===== config.mk =====
export PLATFORM = sky130hd
export DESIGN_NAME = block_deserialiser
export DESIGN_NICKNAME = d
export VERILOG_FILES = /design/src/rtl/block_deserialiser.sv
export SDC_FILE = /design/constraint.sdc
export NUM_CORES = 1
export LEC_CHECK = 0
export ABC_AREA = 1
export CORE_MARGIN = 4
export CORE_UTILIZATION = 30
export CTS_BUF_LIST = sky130_fd_sc_hd__clkbuf_16
export DETAILED_ROUTE_END_ITERATION = 8
export PLACE_DENSITY_LB_ADDON = 0.3
export SYNTH_ARGS = -nofsm -noshare
export SYNTH_HDL_FRONTEND = slang
export SYNTH_SLANG_ARGS = --single-unit

===== constraint.sdc =====
create_clock -name clk -period 2.7 [get_ports clk]
set_input_delay 0.54 -clock clk [delete_from_list [all_inputs] [get_ports clk]]
set_output_delay 0.54 -clock clk [all_outputs]
set_load 0.02 [all_outputs]

===== src/rtl/block_deserialiser.sv =====
// Byte-to-block deserialiser: packs up to 64 serial bytes into a 4x4 array of
// 32-bit words and presents it to a consumer via a valid/ready handshake.
// Optional feature macro: DESER_OVERRUN_EN adds a sticky overrun output.

package block_deserialiser_pkg;
  localparam int unsigned WORD_W = 32;
  typedef logic [WORD_W-1:0] word_t;
endpackage

module block_deserialiser
  import block_deserialiser_pkg::*;
(
  input  logic                 clk,
  input  logic                 rst,
  input  logic [7:0]           in_byte,
  input  logic                 in_valid,
  input  logic                 in_last,
  output logic                 in_ready,
  output word_t [3:0][3:0]     out_block,
  output logic [6:0]           out_count,
  output logic                 out_valid,
  input  logic                 out_ready
`ifdef DESER_OVERRUN_EN
  ,
  output logic                 overrun
`endif
);

  localparam int unsigned CNT_W     = 7;
  localparam int unsigned LAST_BYTE = 63;

  typedef enum logic {
    FILL = 1'b0,
    FULL = 1'b1
  } state_e;

  state_e             state_q, state_d;
  logic [CNT_W-1:0]   cnt_q, cnt_d;
  word_t [3:0][3:0]   block_q, block_d;
  logic [CNT_W-1:0]   count_q, count_d;
  logic               in_ready_q, in_ready_d;
  logic               out_valid_q, out_valid_d;
  logic [3:0]         widx;
  logic [1:0]         lane;

  // Byte k lands in word k/4; words fill from [3][3] downwards, MSB lane first.
  assign widx = cnt_q[5:2];
  assign lane = cnt_q[1:0];

  // Next-state: fill bytes in FILL, hold then drain the block in FULL.
  always_comb begin
    state_d     = state_q;
    cnt_d       = cnt_q;
    block_d     = block_q;
    count_d     = count_q;
    case (state_q)
      FILL: begin
        if (in_valid) begin
          block_d[~widx[3:2]][~widx[1:0]][{~lane, 3'b000} +: 8] = in_byte;
          cnt_d = cnt_q + CNT_W'(1);
          if (in_last || (cnt_q == CNT_W'(LAST_BYTE))) begin
            state_d = FULL;
            count_d = cnt_q + CNT_W'(1);
          end
        end
      end
      FULL: begin
        if (out_ready) begin
          state_d = FILL;
          cnt_d   = '0;
          block_d = '0;
          count_d = '0;
        end
      end
      default: state_d = FILL;
    endcase
    in_ready_d  = (state_d == FILL);
    out_valid_d = (state_d == FULL);
  end

  // State and registered outputs; reset wins over any same-cycle event.
  always_ff @(posedge clk) begin
    if (!rst) begin
      state_q     <= FILL;
      cnt_q       <= '0;
      block_q     <= '0;
      count_q     <= '0;
      in_ready_q  <= 1'b1;
      out_valid_q <= 1'b0;
    end else begin
      state_q     <= state_d;
      cnt_q       <= cnt_d;
      block_q     <= block_d;
      count_q     <= count_d;
      in_ready_q  <= in_ready_d;
      out_valid_q <= out_valid_d;
    end
  end

  assign in_ready  = in_ready_q;
  assign out_valid = out_valid_q;
  assign out_block = block_q;
  assign out_count = count_q;

`ifdef DESER_OVERRUN_EN
  logic overrun_q, overrun_d;

  // Sticky flag: producer offered a byte while the block was full.
  always_comb begin
    overrun_d = overrun_q | (in_valid & ~in_ready_q);
  end

  // Overrun register, cleared only by reset.
  always_ff @(posedge clk) begin
    if (!rst) begin
      overrun_q <= 1'b0;
    end else begin
      overrun_q <= overrun_d;
    end
  end

  assign overrun = overrun_q;
`endif

endmodule

# [After elaboration in Yosys (flattened, before gate mapping)]
# Cells that the tools add are included.
# Widths: inputs -> output; s select.
[totals] register_bits=528 wordCells=60
[classes] n_lt_le_gt_ge=4 reduce_logical=5 bitwise=5 shift=2 eq_ne=4 addsub=2 mux=18
[ops] cell="$mux 512" n=2
[ops] cell="$pmux 512 s2" n=1
[ops] cell="$bwmux 512" n=1
[ops] cell="$demux 128 s2" n=1
[ops] cell="$mux 128" n=1
[ops] cell="$demux 32 s2" n=1
[ops] cell="$mux 32" n=1
[ops] cell="$shift 8x7->32 const A" n=1
[ops] cell="$shiftx 8x7->32" n=1
[ops] cell="$mux 7" n=4
[ops] cell="$pmux 7 s2" n=2
[ops] cell="$add 7x1->7 const B" n=1
[ops] cell="$eq 7x6->1 const B" n=1
[ops] cell="$neg 5->7" n=1
[ops] cell="$lt 2x3->1 const B" n=2
[ops] cell="$ne 2x2->1 const B" n=3
[ops] cell="$not 2->2" n=3
[ops] cell="$ge 2x1->1 const B" n=2
[ops] cell="$mux 1" n=3
[ops] cell="$reduce_and 3->1" n=1
[ops] cell="$logic_and 1x1->1" n=2
[ops] cell="$not 1->1" n=2
[ops] cell="$pmux 1 s2" n=1
[ops] cell="$reduce_and 2->1" n=1
[ops] cell="$logic_or 1x1->1" n=1

# [Longest topological paths before layout]
# Gate-level depths: netlist (run 1).
[logic_depth] depth_word=10 ltp_mapped=10 depth_no_buf=9

# [Least setup slack after synthesis (run 1)]
# OpenSTA, ideal clock, no wires.
[synth_timing] kind="register to register" start="register cnt_q[0]" end="register block_q, in the netlist out_block[294]" slack_ps=577 period_less_slack_ps=2123 path_stages_with_launch=10 arrival_ps=2053 n_path_buf=2 path_cell_list="dfxtp_1 inv_1 ha_1 nor2_2 nand2_4 buf_6 nor3_4 buf_4 nand2_1 a21oi_1"
[synth_via] elab_chain_len=10 elab_cells_between_ends=11 classes_between="add/sub: 1; shift: 2; mux: 7; bitwise: 1"
[synth_lines] element="from (decl)" line="38" rtl="logic [CNT_W-1:0] cnt_q, cnt_d;"
[synth_lines] element="from (signal assigned)" line="92" rtl="cnt_q <= cnt_d;"
[synth_lines] element="$not 2->2 (*)" line="59" rtl="block_d[~widx[3:2]][~widx[1:0]][{~lane, 3'b000} +: 8] = in_byte;"
[synth_lines] element="$neg 5->7 (*)" line="59"
[synth_lines] element="$shift 8x7->32" line="59"
[synth_lines] element="$mux 32 (implied by the code)" line="59"
[synth_lines] element="$demux 32 s2" line="59"
[synth_lines] element="$mux 128 (implied by the code)" line="59"
[synth_lines] element="$demux 128 s2" line="59"
[synth_lines] element="$bwmux 512 (*)" line="59"
[synth_lines] element="$mux 512 (*)" line="58" rtl="if (in_valid) begin"
[synth_lines] element="$pmux 512 s2 (*)" line="56" rtl="case (state_q)"
[synth_lines] element="to (signal assigned)" line="93" rtl="block_q <= block_d;"
[synth_lines] element="to (decl)" line="39" rtl="word_t [3:0][3:0] block_q, block_d;"
# Every way passes the cells marked *; elsewhere a longest branch is shown, timed or not. The select of a mux whose other input is x is not followed.
# A chain may end at the register's enable or synchronous reset.

# [Worst setup path after layout (run 1)]
[layout_timing] start="register cnt_q[0]" end="register block_q, in the netlist out_block[427]"
# Same word-level chain as after synthesis.

==> impl_table.tex, run 1 <==
\begin{tabular}{lr}
\hline
Metric & Value \\
\hline
\multicolumn{2}{l}{\textbf{Critical path}} \\
\quad Critical path launch point type & register \\
\quad Critical path, cell by cell & inv\_1, ha\_1, nand3\_1, nor2\_1, o21ai\_1, nand2\_1, a21oi\_1 \\
\quad Maximum fanout along the worst path & 9 \\
\quad Launch instance of the worst register-to-register path & cnt\_q[0] \\
\quad Critical-path top delay cell & sky130\_fd\_sc\_hd\_\_nor2\_1 \\
\quad Endpoint of the lowest-slack register-to-register path & out\_block[427] \\
\quad Data arrival time at the worst-slack endpoint & 3.01 ns \\
\quad CP Data Required Time & 3.17 ns \\
\quad Largest stage delay on the critical path & 0.70 ns \\
\quad Internal reg-to-reg setup slack & 0.16 ns \\
\quad Critical setup path kind & register to register \\
\quad R2R depth & 7 \\
\quad CP Capture Type & register \\
\multicolumn{2}{l}{\textbf{Final layout}} \\
\quad Final standard cell utilization of the core & 0.437 \\
\quad Count of antenna diodes in the layout & 0 \\
\quad Layout cell share with drive strength beyond 1 & 0.0779 \\
\quad Area overhead of the layout relative to synthesis & 43.7\% \\
\quad Final nets & 3132 \\
\quad Total non-filler cell area in the finished layout & 28300 um\^{}2 \\
\multicolumn{2}{l}{\textbf{Floorplanning}} \\
\quad Standard cell core area & 64700 um\^{}2 \\
\quad Die height & 264 um \\
\quad Width of the chip & 264 um \\
\quad Starting density of the core & 0.304 \\
\quad Num rows & 93 \\
\quad Die Outline Area & 69700 um\^{}2 \\
\quad I/O pin cnt & 534 \\
\multicolumn{2}{l}{\textbf{Timing}} \\
\quad Tmin final & 2.54 ns \\
\quad Part of the cycle the worst path needs & 0.941 \\
\quad Timing-limited maximum frequency & 394 MHz \\
\quad Final-report setup violation count & 0 \\
\quad Number of failing hold endpoints at the final stage & 0 \\
\quad Slew HR & 0.487 \\
\quad Clock Skews & 0.0223 ns \\
\quad Slew at the pin closest to its max-slew limit & 0.764 ns \\
\quad Number of pins exceeding their max-slew limit in the final report & 0 \\
\quad RSZ-0062 raised after global routing & false \\
\quad Sum Neg Setup Slack & 0 ns \\
\multicolumn{2}{l}{\textbf{Logic synthesis}} \\
\quad Synth Area in Compound Gates & 0.150 \\
\quad Synthesized area & 19700 um\^{}2 \\
\quad Largest family of logic cells by synthesized area & simple AND/OR/NAND/NOR gates \\
\quad Xor/xnor cell area share of the yosys netlist & 0 \\
\quad Register area share after synthesis & 0.538 \\
\quad Synth Register Bits & 528 \\
\quad Per-instance average area after synthesis & 7.72 um\^{}2 \\
\quad Yosys warnings & 0 \\
\quad Synthesized instance count & 2547 \\
\quad Yosys cell types & 28 \\
\quad Simple-gate portion of the synthesized area & 0.271 \\
\quad Mapped Nets & 2565 \\
\quad Share of synthesized area spent on multiplexers & 0 \\
\quad Synthesized-area fraction occupied by adder cells & 0.00318 \\
\multicolumn{2}{l}{\textbf{Run}} \\
\quad MaxCap Viol Count & 0 \\
\multicolumn{2}{l}{\textbf{Clock network}} \\
\quad H-tree levels & 2 \\
\quad Setup repair bufs after CTS & 0 \\
\quad Number of buffers created by CTS & 56 \\
\quad Clock Path Buffers & 3 \\
\quad Number of clock sinks seen by CTS & 528 \\
\quad CTS Root Buffer Type & sky130\_fd\_sc\_hd\_\_clkbuf\_16 \\
\quad Clk slew on worst S/H paths & 0.06 ns \\
\quad Clock latency on the worst-skew pair & 0.61 ns \\
\quad TritonCTS clock tree & built \\
\quad Count of hold buffers inserted by post-cts repair & 0 \\
\quad Resize count post-CTS & 0 \\
\multicolumn{2}{l}{\textbf{Outcome}} \\
\quad Status & finished, final reports clean \\
\multicolumn{2}{l}{\textbf{Placed design}} \\
\quad Port buffer count & 533 \\
\quad Cell area reported after detailed placement & 26500 um\^{}2 \\
\quad Final estimated routing congestion in global placement & 0.840 \\
\quad Detailed placement HPWL & 61.5 mm \\
\multicolumn{2}{l}{\textbf{Global route}} \\
\quad Leftover overflow at the end of global routing & 0 \\
\quad Vias in the first global route & 18400 \\
\quad Global-route wire length before repair & 126 mm \\
\quad Largest net degree at the start of global routing & 88 \\
\quad Number of antenna violations at the first check in global routing & 2 \\
\quad All-layer global routing usage & 0.236 \\
\multicolumn{2}{l}{\textbf{Routing}} \\
\quad Detail-routed via count per cell & 4.93 \\
\quad DRT Pass-1 Iters & 5 \\
\quad Remaining routing DRC violations & 0 \\
\quad Drt first-iter violations & 1742 \\
\quad Post-route antenna net violation count & 0 \\
\quad Detailed-route wire length per cell & 21.6 um \\
\quad Via count & 19800 \\
\quad Final routed wirelength across all metal layers & 86.8 mm \\
\multicolumn{2}{l}{\textbf{Power}} \\
\quad Total leakage power & 9.27 nW \\
\quad Pwr Density & 581 nW/um\^{}2 \\
\quad IR Drop Worst-Case VDD & 0.455 mV \\
\multicolumn{2}{l}{\textbf{Min path}} \\
\quad Hold depth & 2 \\
\quad Hold/Removal Path Class & register to register \\
\quad End point of the most critical hold path & out\_block[42] \\
\quad Source of the worst hold timing path & out\_block[42] \\
\hline
\end{tabular}
flip-flops by register name (all words and copies together), names as in the netlist:
name / count
cnt_q: 7
in_ready: 1
out_block: 512
out_count: 7
out_valid: 1
Yosys cell counts:
| cell type | number | area (um^2) |
|---|---|---|
| sky130_fd_sc_hd__nor3_2 | 1 | 10.0 |
| sky130_fd_sc_hd__nand2_1 | 1044 | 3920 |
| sky130_fd_sc_hd__nand2_4 | 3 | 33.8 |
| sky130_fd_sc_hd__buf_4 | 28 | 210 |
| sky130_fd_sc_hd__inv_1 | 27 | 101 |
| sky130_fd_sc_hd__nor2_4 | 7 | 78.8 |
| sky130_fd_sc_hd__o21ai_0 | 12 | 60.1 |
| sky130_fd_sc_hd__o21ai_2 | 1 | 8.76 |
| sky130_fd_sc_hd__a31oi_1 | 1 | 6.26 |
| sky130_fd_sc_hd__nand2_2 | 2 | 12.5 |
| sky130_fd_sc_hd__buf_6 | 6 | 67.6 |
| sky130_fd_sc_hd__buf_2 | 13 | 65.1 |
| sky130_fd_sc_hd__buf_1 | 7 | 26.3 |
| sky130_fd_sc_hd__a211oi_1 | 1 | 7.51 |
| sky130_fd_sc_hd__nand3_1 | 80 | 400 |
| sky130_fd_sc_hd__a21oi_1 | 528 | 2640 |
| sky130_fd_sc_hd__nor2_2 | 19 | 119 |
| sky130_fd_sc_hd__nand3_4 | 2 | 35.0 |
| sky130_fd_sc_hd__o21ai_1 | 43 | 215 |
| sky130_fd_sc_hd__nand4_1 | 1 | 6.26 |
| sky130_fd_sc_hd__nor2_1 | 86 | 323 |
| sky130_fd_sc_hd__nor3_4 | 23 | 374 |
| sky130_fd_sc_hd__clkbuf_1 | 71 | 267 |
| sky130_fd_sc_hd__ha_1 | 5 | 62.6 |
| sky130_fd_sc_hd__nor3_1 | 2 | 10.0 |
| sky130_fd_sc_hd__inv_2 | 5 | 18.8 |
| sky130_fd_sc_hd__dfxtp_1 | 528 | 10600 |
| sky130_fd_sc_hd__or2_2 | 1 | 6.26 |
worst max-delay path, delay by kind of cell (launching register included):
kind            cells  cell delay, ns
flops               1            0.31
fa+ha+maj           1            0.26
buf+inv             1            0.15
simple gates        3            1.26
compound gates      2            0.42
layout by cell type (no fill, tap or decap), types with 5 or more instances in the layout:
master	n
sky130_fd_sc_hd__nor2_2	20
sky130_fd_sc_hd__nand3_1	80
sky130_fd_sc_hd__o21ai_1	43
sky130_fd_sc_hd__clkinv_1	12
sky130_fd_sc_hd__ha_1	5
sky130_fd_sc_hd__buf_4	79
sky130_fd_sc_hd__clkinv_2	7
sky130_fd_sc_hd__nand2_1	1044
sky130_fd_sc_hd__clkdlybuf4s50_1	533
sky130_fd_sc_hd__a21oi_1	528
sky130_fd_sc_hd__inv_1	38
sky130_fd_sc_hd__buf_12	22
sky130_fd_sc_hd__o21ai_0	12
sky130_fd_sc_hd__nor2_1	85
sky130_fd_sc_hd__dfxtp_1	527
sky130_fd_sc_hd__nor2_4	7
sky130_fd_sc_hd__clkbuf_16	58
sky130_fd_sc_hd__nor3_4	23
through the flow:
stage                     cells  hold WS (ns)  total power, mW  setup WS [ns]
after floorplan            2547         0.457             8.58          0.577
after global placement     3911         0.448             9.01          0.225
after detailed placement   3911         0.452             9.01          0.187
after CTS                  4013         0.461             16.6          0.167
after global routing       4013         0.473             16.9        0.00669
final                      4013         0.460             16.4          0.160
layer usage:
metal	global-route usage	vias up	share of wire
li1	-	9476	-
met1	0.318	9363	0.44
met2	0.368	770	0.45
met3	0.0567	157	0.075
met4	0.0864	2	0.039
met5	0	-	0.000092
power breakdown:
group          switching (mW)  leakage, nW  total, mW  internal, mW
clock network            3.30        0.904       7.57          4.27
logic                   0.768         4.12       1.01         0.237
registers              0.0244         4.25       7.83          7.81
total                    4.10         9.27       16.4          12.3
cells by family (layout without fill, tap and decap cells):
family	count (synthesis)	after routing
adder cells (fa/ha/maj)	5	5
flip-flops	528	528
AND/OR/NAND/NOR	1271	1271
buffers and inverters	157	768
AO/OA/AOI/OAI	586	586
how the worst max path moves through the flow:
stage | from | endpoint | slack [ns]
floorplan | cnt_q[0] | out_block[294] | 0.58
global placement | cnt_q[1] | out_block[425] | 0.22
detailed placement | cnt_q[0] | out_block[424] | 0.19
CTS | cnt_q[0] | out_block[427] | 0.17
global route | cnt_q[1] | out_block[424] | 0.007
finish | cnt_q[0] | out_block[427] | 0.16
layout make-up:
cell class	count	area, um^2
clock inverter	44	327
timing repair buffer	634	6370
multi-input combinational	1862	8330
tap	855	1070
fill	6473	36400
sequential	528	10600
inverter	32	128
clock buffer	58	1450
Power figures use the tool's default switching activity.
==> run 2: changes to the inputs <==
==> constraint.sdc (replaced) <==
create_clock -name clk -period 3.05 [get_ports clk]
set_input_delay 0.61 -clock clk [delete_from_list [all_inputs] [get_ports clk]]
set_output_delay 0.61 -clock clk [all_outputs]
set_load 0.02 [all_outputs]
==> run 2 against run 1 <==
Compared with the run above:
- clock skew rose by 0.0011 ns
- global-route usage decreased by 0.088 points
- fmax is 1.6% lower
- utilization fell by 0.17 points
- critical path type unchanged
==> impl_table.tex, run 2 (synthesized netlist as in run 1, its figures left out) <==
\begin{tabular}{lr}
\hline
Metric & Value \\
\hline
\multicolumn{2}{l}{\textbf{Routing}} \\
\quad Drt first-iter violations & 1764 (+1.3\%) \\
\quad Final routed wirelength across all metal layers & 86.8 mm (about the same) \\
\quad Remaining routing DRC violations & 0 (unchanged) \\
\quad Via count & 19700 (-0.31\%) \\
\quad Detail-routed via count per cell & 4.91 (-0.34\%) \\
\quad Detailed-route wire length per cell & 21.6 um (about the same) \\
\quad Post-route antenna net violation count & 0 (unchanged) \\
\quad DRT Pass-1 Iters & 8 (+3) \\
\multicolumn{2}{l}{\textbf{Final layout}} \\
\quad Final standard cell utilization of the core & 0.435 (-0.00172) \\
\quad Layout cell share with drive strength beyond 1 & 0.0769 (-0.000974) \\
\quad Area used by multi-input combinational logic & 8330 um\^{}2 (unchanged) \\
\quad Most used cells in the layout excluding fill and tap cells & 1044 x sky130\_fd\_sc\_hd\_\_nand2\_1, 533 x sky130\_fd\_sc\_hd\_\_clkdlybuf4s50\_1, 528 x sky130\_fd\_sc\_hd\_\_a21oi\_1, 527 x sky130\_fd\_sc\_hd\_\_dfxtp\_1, 85 x sky130\_fd\_sc\_hd\_\_nor2\_1 \\
\quad Max reg flops & 512 (unchanged) \\
\quad Register area & 10600 um\^{}2 (unchanged) \\
\quad Total non-filler cell area in the finished layout & 28100 um\^{}2 (-0.39\%) \\
\quad Final nets & 3129 (-0.096\%) \\
\quad Fillers & 6476 (+0.046\%) \\
\quad Most common cell after layout, fill and taps aside & sky130\_fd\_sc\_hd\_\_nand2\_1 \\
\quad Number of standard cells in the final layout excluding fillers & 4014 (+0.025\%) \\
\quad Area overhead of the layout relative to synthesis & 43.2\% \\
\quad Count of antenna diodes in the layout & 0 (unchanged) \\
\multicolumn{2}{l}{\textbf{Clock network}} \\
\quad Count of hold buffers inserted by post-cts repair & 0 (unchanged) \\
\quad H-tree levels & 2 (unchanged) \\
\quad Number of buffers created by CTS & 58 (+3.6\%) \\
\quad CTS Root Buffer Type & sky130\_fd\_sc\_hd\_\_clkbuf\_16 \\
\quad Clk slew on worst S/H paths & 0.06 ns (about the same) \\
\quad Clock latency on the worst-skew pair & 0.61 ns (about the same) \\
\quad TritonCTS clock tree & built \\
\quad Setup repair bufs after CTS & 0 (unchanged) \\
\quad Resize count post-CTS & 0 (unchanged) \\
\quad Clock Path Buffers & 3 (unchanged) \\
\quad Number of clock sinks seen by CTS & 528 (unchanged) \\
\multicolumn{2}{l}{\textbf{Timing}} \\
\quad Slew at the pin closest to its max-slew limit & 0.868 ns (+0.105 ns) \\
\quad Timing-limited maximum frequency & 387 MHz (-1.6\%) \\
\quad Clock Skews & 0.0234 ns (+0.00111 ns) \\
\quad Min Hold Slack & 0.459 ns (-0.000793 ns) \\
\quad Part of the cycle the worst path needs & 0.847 (-0.0941) \\
\quad Number of failing hold endpoints at the final stage & 0 (unchanged) \\
\quad Final-report setup violation count & 0 (unchanged) \\
\quad Number of pins exceeding their max-slew limit in the final report & 0 (unchanged) \\
\quad RSZ-0062 raised after global routing & false \\
\quad Sum Neg Setup Slack & 0 ns (unchanged) \\
\quad Slew HR & 0.420 (-0.0670) \\
\quad Tmin final & 2.58 ns (+0.0422 ns) \\
\multicolumn{2}{l}{\textbf{Power}} \\
\quad Pwr Density & 517 nW/um\^{}2 (-11\%) \\
\quad IR Drop Worst-Case VDD & 0.431 mV (-5.4\%) \\
\quad Total leakage power & 9.25 nW (-0.32\%) \\
\multicolumn{2}{l}{\textbf{Global route}} \\
\quad Number of antenna violations at the first check in global routing & 1 (-1) \\
\quad Leftover overflow at the end of global routing & 0 (unchanged) \\
\quad Layer with the highest usage & met2 \\
\quad Largest net degree at the start of global routing & 97 (+10\%) \\
\quad GR Layer Usage met3 & 0.0571 (+0.000373) \\
\quad Global-route wire length before repair & 125 mm (-0.69\%) \\
\quad All-layer global routing usage & 0.235 (-0.000885) \\
\quad Vias in the first global route & 18200 (-1.2\%) \\
\quad Routing usage on met2 & 0.377 (+0.00924) \\
\quad GR met1 Demand/Resource & 0.317 (-0.00107) \\
\multicolumn{2}{l}{\textbf{Floorplanning}} \\
\quad Num rows & 93 (unchanged) \\
\quad Die height & 264 um (unchanged) \\
\quad Starting density of the core & 0.304 (unchanged) \\
\quad Die Outline Area & 69700 um\^{}2 (unchanged) \\
\quad Width of the chip & 264 um (unchanged) \\
\quad I/O pin cnt & 534 (unchanged) \\
\quad Standard cell core area & 64700 um\^{}2 (unchanged) \\
\multicolumn{2}{l}{\textbf{Critical path}} \\
\quad Launch instance of the worst register-to-register path & cnt\_q[0] \\
\quad Setup crit start & cnt\_q[0] \\
\quad Maximum fanout along the worst path & 9 (unchanged) \\
\quad CP Capture Type & register \\
\quad Data arrival time at the worst-slack endpoint & 3.08 ns (+0.07 ns) \\
\quad Critical setup path kind & register to register \\
\quad R2R depth & 7 (unchanged) \\
\quad CP Data Required Time & 3.55 ns (+0.38 ns) \\
\quad Critical path launch point type & register \\
\multicolumn{2}{l}{\textbf{Outcome}} \\
\quad Status & finished, final reports clean \\
\multicolumn{2}{l}{\textbf{Min path}} \\
\quad Hold/Removal Path Class & register to register \\
\quad Hold depth & 2 (unchanged) \\
\quad Source of the worst hold timing path & out\_block[430] \\
\multicolumn{2}{l}{\textbf{Placed design}} \\
\quad Final estimated routing congestion in global placement & 0.844 (+0.49\%) \\
\quad Detailed placement HPWL & 61.4 mm (-0.19\%) \\
\quad Port buffer count & 533 (unchanged) \\
\quad Cell area reported after detailed placement & 26300 um\^{}2 (-0.52\%) \\
\quad Total placed cells including tap cells & 3906 (-0.13\%) \\
\multicolumn{2}{l}{\textbf{Run}} \\
\quad MaxCap Viol Count & 0 (unchanged) \\
\hline
\end{tabular}
[run 2: area by class of cell]
cell class	count	area share
multi-input cells	1862	0.296
repair buffers	629	0.221
flip-flops and latches	528	0.376
well taps	855	0.0380
inverters	32	0.00454
clock buffers	59	0.0525
clock inverters	49	0.0116
[run 2: routing by layer]
metal,share of wire,up-vias
met5,0.00015,-
met3,0.075,114
met2,0.46,749
met4,0.026,2
li1,-,9466
met1,0.44,9375
[run 2: critical path, stage by stage, from the launching register on]
cell	delay (ns)
sky130_fd_sc_hd__dfxtp_1	0.38
sky130_fd_sc_hd__inv_1	0.18
sky130_fd_sc_hd__ha_1	0.26
sky130_fd_sc_hd__nand2_1	0.27
sky130_fd_sc_hd__nor2_1	0.73
sky130_fd_sc_hd__o21ai_1	0.41
sky130_fd_sc_hd__nand2_1	0.16
sky130_fd_sc_hd__a21oi_1	0.07
[run 2: through the flow]
stage | worst slack, ns | power [mW]
floorplan | 0.927 | 7.60
global placement | 0.455 | 7.97
detailed placement | 0.409 | 7.97
CTS | 0.445 | 14.7
global route | 0.272 | 15.0
finish | 0.468 | 14.6
[run 2: power breakdown]
part | internal [mW] | total [mW] | leakage, nW | switching [mW]
combinational | 0.199 | 0.885 | 4.07 | 0.687
sequential | 6.92 | 6.94 | 4.25 | 0.0218
clock | 3.83 | 6.74 | 0.924 | 2.91
[run 2: final timing paths]
path / to / slack (ns)
min reg2reg: out_block[430] / 0.46
min: out_block[430] / 0.46
max: out_block[233] / 0.47
max reg2reg: out_block[233] / 0.47
